===== config.mk =====
export PLATFORM = sky130hd
export DESIGN_NAME = restoring_divider
export DESIGN_NICKNAME = d
export VERILOG_FILES = /design/src/rtl/div_pkg.sv /design/src/rtl/div_bit_counter.sv /design/src/rtl/restoring_divider.sv
export SDC_FILE = /design/constraint.sdc
export NUM_CORES = 1
export LEC_CHECK = 0
export CAP_MARGIN = 20
export CELL_PAD_IN_SITES_DETAIL_PLACEMENT = 1
export CELL_PAD_IN_SITES_GLOBAL_PLACEMENT = 1
export CORE_MARGIN = 5
export CORE_UTILIZATION = 42
export CTS_CLUSTER_SIZE = 24
export DETAILED_ROUTE_END_ITERATION = 8
export PLACE_DENSITY_LB_ADDON = 0.1
export SYNTH_ARGS = -nofsm -noshare
export SYNTH_HDL_FRONTEND = slang
export SYNTH_HIERARCHICAL = 1
export SYNTH_SLANG_ARGS = --single-unit

===== constraint.sdc =====
create_clock -name clk -period 7 [get_ports clk]
set_clock_uncertainty 0.1 [all_clocks]
set_input_delay 0.7 -clock clk [delete_from_list [all_inputs] [get_ports clk]]
set_output_delay 0.7 -clock clk [all_outputs]
set_load 0.01 [all_outputs]

===== src/rtl/div_pkg.sv =====
// div_pkg: shared width, watchdog limit and FSM state type for restoring_divider
package div_pkg;
    localparam int WIDTH          = 16;
    localparam int TIMEOUT_CYCLES = 15;
    typedef enum logic [2:0] {IDLE, SHIFT, ISSUE, WAIT, DONE} div_state_t;
endpackage


===== src/rtl/div_bit_counter.sv =====
// div_bit_counter: 5-bit iteration counter with clear/increment and terminal count at 16
//   clk, rst : clock, asynchronous active-high reset
//   clr_i    : synchronous clear (dominates increment)
//   inc_i    : count one completed quotient bit
//   tc_o     : high when the count is 16, or becomes 16 at the next edge
module div_bit_counter (
    input  logic clk,
    input  logic rst,
    input  logic clr_i,
    input  logic inc_i,
    output logic tc_o
);
    logic [4:0] cnt_q, cnt_d;
    always_comb begin
        cnt_d = clr_i ? 5'd0 : cnt_q + {4'd0, inc_i};
        tc_o  = cnt_d == 5'd16;
    end
    always_ff @(posedge clk or posedge rst) begin
        if (rst) cnt_q <= '0;
        else     cnt_q <= cnt_d;
    end
endmodule


===== src/rtl/restoring_divider.sv =====
// restoring_divider: 16-bit unsigned restoring divider driving an external registered subtractor
//   clk, rst              : clock, asynchronous active-high reset
//   start                 : begin division (sampled only in IDLE)
//   Dividend, Divisor     : operands captured on an accepted start
//   Sub_Enable            : one-cycle request to the external subtractor
//   Sub_A, Sub_B          : minuend / subtrahend, stable until Sub_FLAG returns
//   Sub_Result, Sub_FLAG  : subtractor difference and its result-valid pulse
//   Quotient, Remainder   : results, held until the next completion
//   Done, Busy            : completion pulse, high outside IDLE
//   Div_By_Zero, Timeout  : sticky status, cleared on an accepted start
// Macro DIV_TIMEOUT_EN enables a watchdog that abandons WAIT after TIMEOUT_CYCLES.
module restoring_divider
    import div_pkg::*;
(
    input  logic        clk,
    input  logic        rst,
    input  logic        start,
    input  logic [15:0] Dividend,
    input  logic [15:0] Divisor,
    output logic        Sub_Enable,
    output logic [15:0] Sub_A,
    output logic [15:0] Sub_B,
    input  logic [15:0] Sub_Result,
    input  logic        Sub_FLAG,
    output logic [15:0] Quotient,
    output logic [15:0] Remainder,
    output logic        Done,
    output logic        Busy,
    output logic        Div_By_Zero,
    output logic        Timeout
);
    div_state_t        state_q, state_d;
    logic [WIDTH:0]    r_q, r_d;
    logic [WIDTH-1:0]  q_q, q_d, d_q, d_d, quot_q, quot_d, rem_q, rem_d;
    logic              dz_q, dz_d, qbit, bit_inc, bit_clr, bit_tc;
`ifdef DIV_TIMEOUT_EN
    logic [3:0]        wcnt_q, wcnt_d;
    logic              to_q, to_d;
`endif

    // R[16] is the carry out of the shift: when set, R already exceeds D
    assign qbit    = r_q[WIDTH] | (r_q[WIDTH-1:0] >= d_q);
    assign bit_inc = (state_q == WAIT) & Sub_FLAG;
    assign bit_clr = state_q == IDLE;

    div_bit_counter u_cnt (
        .clk  (clk),
        .rst  (rst),
        .clr_i(bit_clr),
        .inc_i(bit_inc),
        .tc_o (bit_tc)
    );

    always_comb begin
        state_d = state_q;
        r_d     = r_q;
        q_d     = q_q;
        d_d     = d_q;
        quot_d  = quot_q;
        rem_d   = rem_q;
        dz_d    = dz_q;
`ifdef DIV_TIMEOUT_EN
        wcnt_d  = wcnt_q;
        to_d    = to_q;
`endif
        case (state_q)
            IDLE: if (start) begin
                q_d  = Dividend;
                r_d  = '0;
                d_d  = Divisor;
                dz_d = 1'b0;
`ifdef DIV_TIMEOUT_EN
                to_d = 1'b0;
`endif
                if (Divisor == '0) begin
                    state_d = DONE;
                    dz_d    = 1'b1;
                    quot_d  = '1;
                    rem_d   = Dividend;
                end else begin
                    state_d = SHIFT;
                end
            end
            SHIFT: begin
                {r_d, q_d} = {r_q[WIDTH-1:0], q_q, 1'b0};
                state_d    = ISSUE;
            end
            ISSUE: begin
                state_d = WAIT;
`ifdef DIV_TIMEOUT_EN
                wcnt_d  = '0;
`endif
            end
            WAIT: if (Sub_FLAG) begin
                if (qbit) begin
                    r_d    = {1'b0, Sub_Result};
                    q_d[0] = 1'b1;
                end
                // results are latched on the way into DONE so they line up with the Done pulse
                if (bit_tc) begin
                    state_d = DONE;
                    quot_d  = q_d;
                    rem_d   = r_d[WIDTH-1:0];
                end else begin
                    state_d = SHIFT;
                end
            end
`ifdef DIV_TIMEOUT_EN
            else if (wcnt_q == 4'(TIMEOUT_CYCLES - 1)) begin
                state_d = DONE;
                to_d    = 1'b1;
                quot_d  = '0;
                rem_d   = '0;
            end else begin
                wcnt_d = wcnt_q + 4'd1;
            end
`endif
            DONE:    state_d = IDLE;
            default: state_d = IDLE;
        endcase
    end

    always_ff @(posedge clk or posedge rst) begin
        if (rst) begin
            state_q <= IDLE;
            r_q     <= '0;
            q_q     <= '0;
            d_q     <= '0;
            quot_q  <= '0;
            rem_q   <= '0;
            dz_q    <= 1'b0;
        end else begin
            state_q <= state_d;
            r_q     <= r_d;
            q_q     <= q_d;
            d_q     <= d_d;
            quot_q  <= quot_d;
            rem_q   <= rem_d;
            dz_q    <= dz_d;
        end
    end

`ifdef DIV_TIMEOUT_EN
    always_ff @(posedge clk or posedge rst) begin
        if (rst) begin
            wcnt_q <= '0;
            to_q   <= 1'b0;
        end else begin
            wcnt_q <= wcnt_d;
            to_q   <= to_d;
        end
    end
    assign Timeout = to_q;
`else
    assign Timeout = 1'b0;
`endif

    assign Sub_Enable  = state_q == ISSUE;
    assign Sub_A       = r_q[WIDTH-1:0];
    assign Sub_B       = d_q;
    assign Quotient    = quot_q;
    assign Remainder   = rem_q;
    assign Done        = state_q == DONE;
    assign Busy        = state_q != IDLE;
    assign Div_By_Zero = dz_q;
endmodule


# Yosys cells after proc, flatten, opt, wreduce, memory -nomap -nowiden
# Index checks and enable logic that the tools add are counted.
# W data, S select, Z words.
[word_totals]
register_bits = 90
input_bits = 52
output_inout_bits = 69
elab_cells = 62
[op_classes]
n_addsub = 1
magnitude_cmp = 1
eq_ne = 10
muxes = 26
bitwise = 2
reduce_logical = 12
[ops]
columns = ["cell", "count"]
rows = [
  ["$mux W16", 9],
  ["$pmux W16 S2", 2],
  ["$mux W17", 3],
  ["$pmux W17 S3", 1],
  ["$pmux W15 S2", 1],
  ["$ge A16 B16 Y1", 1],
  ["$logic_not A16 Y1", 1],
  ["$mux W3", 4],
  ["$pmux W3 S4", 1],
  ["$ne A2 B2 Y1 const B", 5],
  ["$eq A3 B2 Y1 const B", 2],
  ["$reduce_and A2 Y1", 3],
  ["$reduce_bool A3 Y1", 2],
  ["$add A5 B1 Y5", 1],
  ["$eq A5 B5 Y1 const B", 1],
  ["$mux W5", 1],
  ["$reduce_and A5 Y1", 1],
  ["$reduce_and A4 Y1", 1],
  ["$reduce_bool A2 Y1", 2],
  ["$eq A3 B1 Y1 const B", 1],
  ["$eq A3 B3 Y1 const B", 1],
  ["$logic_not A3 Y1", 1],
  ["$mux W1", 3],
  ["$pmux W1 S3", 1],
  ["3 further kinds", 3],
]

# Logic depth before layout (Yosys ltp)
[depth]
depth_word = 8
ltp_mapped = 17
depth_no_buf = 13

# Hierarchy
# Netlist, hierarchy kept.
[by_module_without_submodules]
columns = ["mod", "n_inst", "cells_each", "area_each_um2", "seq_area_each_um2"]
rows = [
  ["restoring_divider", 1, 474, 4840.9, 2127.0],
  ["div_bit_counter", 1, 21, 237.7, 125.1],
]

# Worst setup path before layout
# Ideal clock, no wire load.
[synth_path]
path_type = "flip-flop to flip-flop"
startpoint = "register state_q[1]"
endpoint = "register rem_q[0] (netlist: Remainder[0])"
setup_ns = 0.122
t_arrival_ns = 3.332
t_required_ns = 6.778
path_slack_ns = 3.447
path_stages_with_launch = 17
n_path_buf = 4
period_less_slack_ns = 3.553
path_cell_list = "dfrtp_1 > buf_2 > and2_1 > nand2b_1 > clkbuf_1 > a211oi_1 > ha_1 > ha_1 > xnor2_1 > o21ai_0 > nor4b_2 > nand2_1 > or3b_1 > buf_6 > dlygate4sd1_1 > a311o_1 > o2111a_1"
[synth_via]
elab_chain_cells = 7
word_cells_on_any_way = 13
classes_between = "add/sub (1); eq/ne (6); mux (2); bitwise (1); reduce/logical (3)"
[synth_lines]
columns = ["element", "line_no", "rtl"]
rows = [
  ["from (decl)", "restoring_divider.sv:32", "div_state_t state_q, state_d;"],
  ["from (signal assigned)", "restoring_divider.sv:133", "state_q <= state_d;"],
  ["$eq A3 B2 Y1", "restoring_divider.sv:43", "assign bit_inc = (state_q == WAIT) & Sub_FLAG;"],
  ["$and A1 B1 Y1", "restoring_divider.sv:43", ""],
  ["net bit_inc", "restoring_divider.sv:35", "logic dz_q, dz_d, qbit, bit_inc, bit_clr, bit_tc;"],
  ["$add A5 B1 Y5", "div_bit_counter.sv:15", "cnt_d = clr_i ? 5'd0 : cnt_q + {4'd0, inc_i};"],
  ["$mux W5", "div_bit_counter.sv:15", ""],
  ["$eq A5 B5 Y1", "div_bit_counter.sv:16", "tc_o = cnt_d == 5'd16;"],
  ["net bit_tc", "restoring_divider.sv:35", ""],
  ["$ne A2 B2 Y1 (no line)", "--", ""],
  ["$reduce_and A5 Y1 (no line)", "--", ""],
  ["to (signal assigned)", "restoring_divider.sv:138", "rem_q <= rem_d;"],
  ["to (decl)", "restoring_divider.sv:34", "logic [WIDTH-1:0] q_q, q_d, d_q, d_d, quot_q, quot_d, rem_q, rem_d;"],
]
# The timed path passes the listed nets, and every way through them passes these cells.
# A chain may end at the register's enable or synchronous reset.

# Final worst setup path
[layout_path]
startpoint = "register state_q[1]"
endpoint = "register rem_q[4] (netlist: Remainder[4])"
# Same word-level chain as after synthesis.

==> impl_metrics.tcl <==
set metrics [dict create \
    p_total_mw 2.527 \
    run_status "completed" \
    synth_seq_cells 90 \
    synth_enable_flop_cells 0 \
    grt_first_pass_wirelength_mm 23.43 \
    gpl_wtd_cong 0.8511 \
    cts_post_setup_buffers_inserted 0 \
    ant_nets 0 \
    core.rowCount 40 \
    first_global_vias 4387 \
    endpoint_kind "register" \
    global_route_overflow 0 \
    worst-endpoint-arrival_ns 4.98 \
    r2r-start "state_q[1]" \
    clk_latency_ns 0.35 \
    p_leak_nw 2.714 \
    ff2ff_setup_slack_ns 2.15 \
    fp.dieArea_mm2 0.01439 \
    mean_post_synth_cell_area_um2 10.26 \
    final.fill_count 1315 \
    grt_start_max_net_pins 58 \
    fin_crit_ns 4.848 \
    critical_path.startpoint_type "register" \
    dominant_combinational_cell_family_by_area_after_synthesis "compound AO/OA/AOI/OAI gates" \
    grt_setup_unrepaired "false" \
    stdcell_area_mm2 0.006494 \
    nets 646 \
    core_area_mm2 0.01191 \
    setup.worst_path.class "register to register" \
    gr-usage-all-layers 0.2046 \
    multi_input_area_mm2 0.002325 \
    io-pin-count 121 \
    async_flop_share 1.000 \
    synth.mux.area_fraction 0.06775 \
    total_nets_after_synthesis 565 \
    clock_tree_from_tritoncts "built" \
    cts_resized 0 \
    wirelength_mm 14.51 \
    cts.hold.buffers_added 0 \
    syn_area_mm2 0.005079 \
    route.detailed.wl_per_inst_um 19.94 \
    die_height_um 120.0 \
    mostFrequentLayoutCell "clkdlybuf4s50_1" \
    vias_per_cell 5.712 \
    post_synth_inst_count 495 \
    layout_common_cells "clkdlybuf4s50_1 (119), dfrtp_1 (90), nor2_1 (38)" \
    synth_cell_type_count 53 \
    chipWidth_um 120.0 \
    area_delta_synth_final_pct 27.86 \
    portBuffers 119 \
    hold_path_class "register to register" \
    placedInstanceArea_mm2 0.006162 \
    worst-path-max-fanout 32 \
    yosys.area_share.xor_xnor 0.005174 \
    finalMaxSlewViolations 0 \
    setup_viol 0 \
    cap_violations 0 \
    transition_time_at_the_pin_with_the_least_slew_margin_ns 1.002 \
    insertedDiodeCount 0 \
    finalHoldWorstSlack_ns 0.4026 \
    postSynth.topFlopCell "dfrtp_1" \
    achievable-frequency_ghz 0.2063 \
    worst_hold_startpoint "q_q[14]" \
    power_density_mw_per_mm2 389.1 \
    setup_ws_pre_cts_ns 2.089 \
    regArea_mm2 0.002252 \
    drc_errors 0 \
    antenna_found_initial 0 \
    drive_above_1_share 0.07229 \
    cts.sink_count 90 \
    crit_required_ns 7.14 \
    synthesis.yosys.warnings 6 \
    ir_worst_vdd_uv 150.5 \
    yosys.area_share.adder 0.04435 \
    drtIter0Drc 183 \
    yosys.area_share.simple 0.1619 \
    h-tree-depth 3 \
    setup-tns-final_ns 0 \
    cp-startpoint "state_q[1]" \
    clk_transition_reported_paths_ns 0.07 \
    cts_buffers 9 \
    hold_violations 0 \
    synth_compound_area_frac 0.1744 \
    postLayoutSetupSlackWorst_ns 2.152 \
    starting_density_of_the_core 0.4264 \
    cts-root-to-sink-buffers 2 \
    route.vias.total 4158 \
    half_perimeter_wire_length_after_detailed_placement_mm 10.83 \
    clockRootBuffer "clkbuf_16" \
    drt_first_pass_iters 4 \
    maxSlewHeadroom 0.3270 \
    ys_seq_area_frac 0.4435 \
    final.period_utilization 0.6925 \
]
## cells by family after synthesis
logic type | count (synthesis)
AOI/OAI and AO/OA | 105
xor gates and xnor gates | 3
adders and majority gates | 18
buffers and inverters | 91
DFF | 90
muxes | 34
other | 1
and+or+nand+nor | 153
## where the power goes
| group | internal [mW] | leakage, nW | switching [mW] |
|---|---|---|---|
| clock network | 0.287 | 0.149 | 0.212 |
| registers | 0.699 | 1.10 | 0.157 |
| logic | 0.555 | 1.46 | 0.616 |
| total | 1.54 | 2.71 | 0.986 |
## sequential cells by signal, indices dropped and copies added, names as in the netlist
| signal | count |
|---|---|
| state_q | 3 |
| Remainder | 16 |
| Sub_B | 16 |
| Quotient | 16 |
| u_cnt/cnt_q | 5 |
| q_q | 16 |
| Div_By_Zero | 1 |
| r_q | 17 |
## per-layer routing
layer	track usage	up-vias	part of all wire
met4	0.06156	0	0.013
met5	0	-	0
met3	0.03582	14	0.050
met1	0.2771	2074	0.46
met2	0.3351	116	0.48
li1	-	1954	-
## layout make-up
type	instances	area share
sequential	90	0.3468
clock inverter	6	0.01002
multi-input combinational	314	0.3580
tap	147	0.02832
timing repair buffer	124	0.1985
clock buffer	10	0.03680
inverter	37	0.02158
## cell usage after synthesis (5+ instances only)
| library cell | instances | area, um^2 |
|---|---|---|
| dfrtp_1 | 90 | 2252 |
| nor2_1 | 40 | 150.1 |
| inv_1 | 37 | 138.9 |
| nand2_1 | 37 | 138.9 |
| o21ai_0 | 35 | 175.2 |
| mux2i_1 | 31 | 310.3 |
| buf_4 | 20 | 150.1 |
| and2_1 | 19 | 118.9 |
| clkbuf_1 | 18 | 67.56 |
| ha_1 | 18 | 225.2 |
| nand4_1 | 17 | 106.4 |
| or4_1 | 17 | 127.6 |
| a221o_1 | 16 | 160.2 |
| a311o_1 | 16 | 160.2 |
| o2111a_1 | 16 | 180.2 |
| buf_2 | 5 | 25.02 |
| clkbuf_8 | 5 | 68.82 |
## metrics by stage
stage               instances  utilization
floorplan                 495            -
CTS                       727       0.5429
global placement          709       0.5127
global route              728       0.5452
detailed placement        711       0.5173
finish                    728       0.5452
## critical path, stage by stage (launching register included)
cell	delay, ns
dfrtp_1	0.49
and2_1	0.50
nand2b_1	0.57
a211oi_1	0.50
ha_1	0.26
ha_1	0.20
nand3_1	0.09
xor2_1	0.18
nor4b_2	0.32
nand2_1	0.12
or3b_1	0.77
a311o_1	0.50
o2111a_1	0.14
## path summary, 6_finish.rpt
check	end	depth (start not counted)
worst max-delay path	Remainder[4]	12
worst min-delay path	q_q[15]	2
worst max register to register	Remainder[4]	12
worst min register to register	q_q[15]	2
max in group asynchronous	Sub_B[4]	4
min in group asynchronous	u_cnt/cnt_q[1]	2
Power figures use the tool's default switching activity.
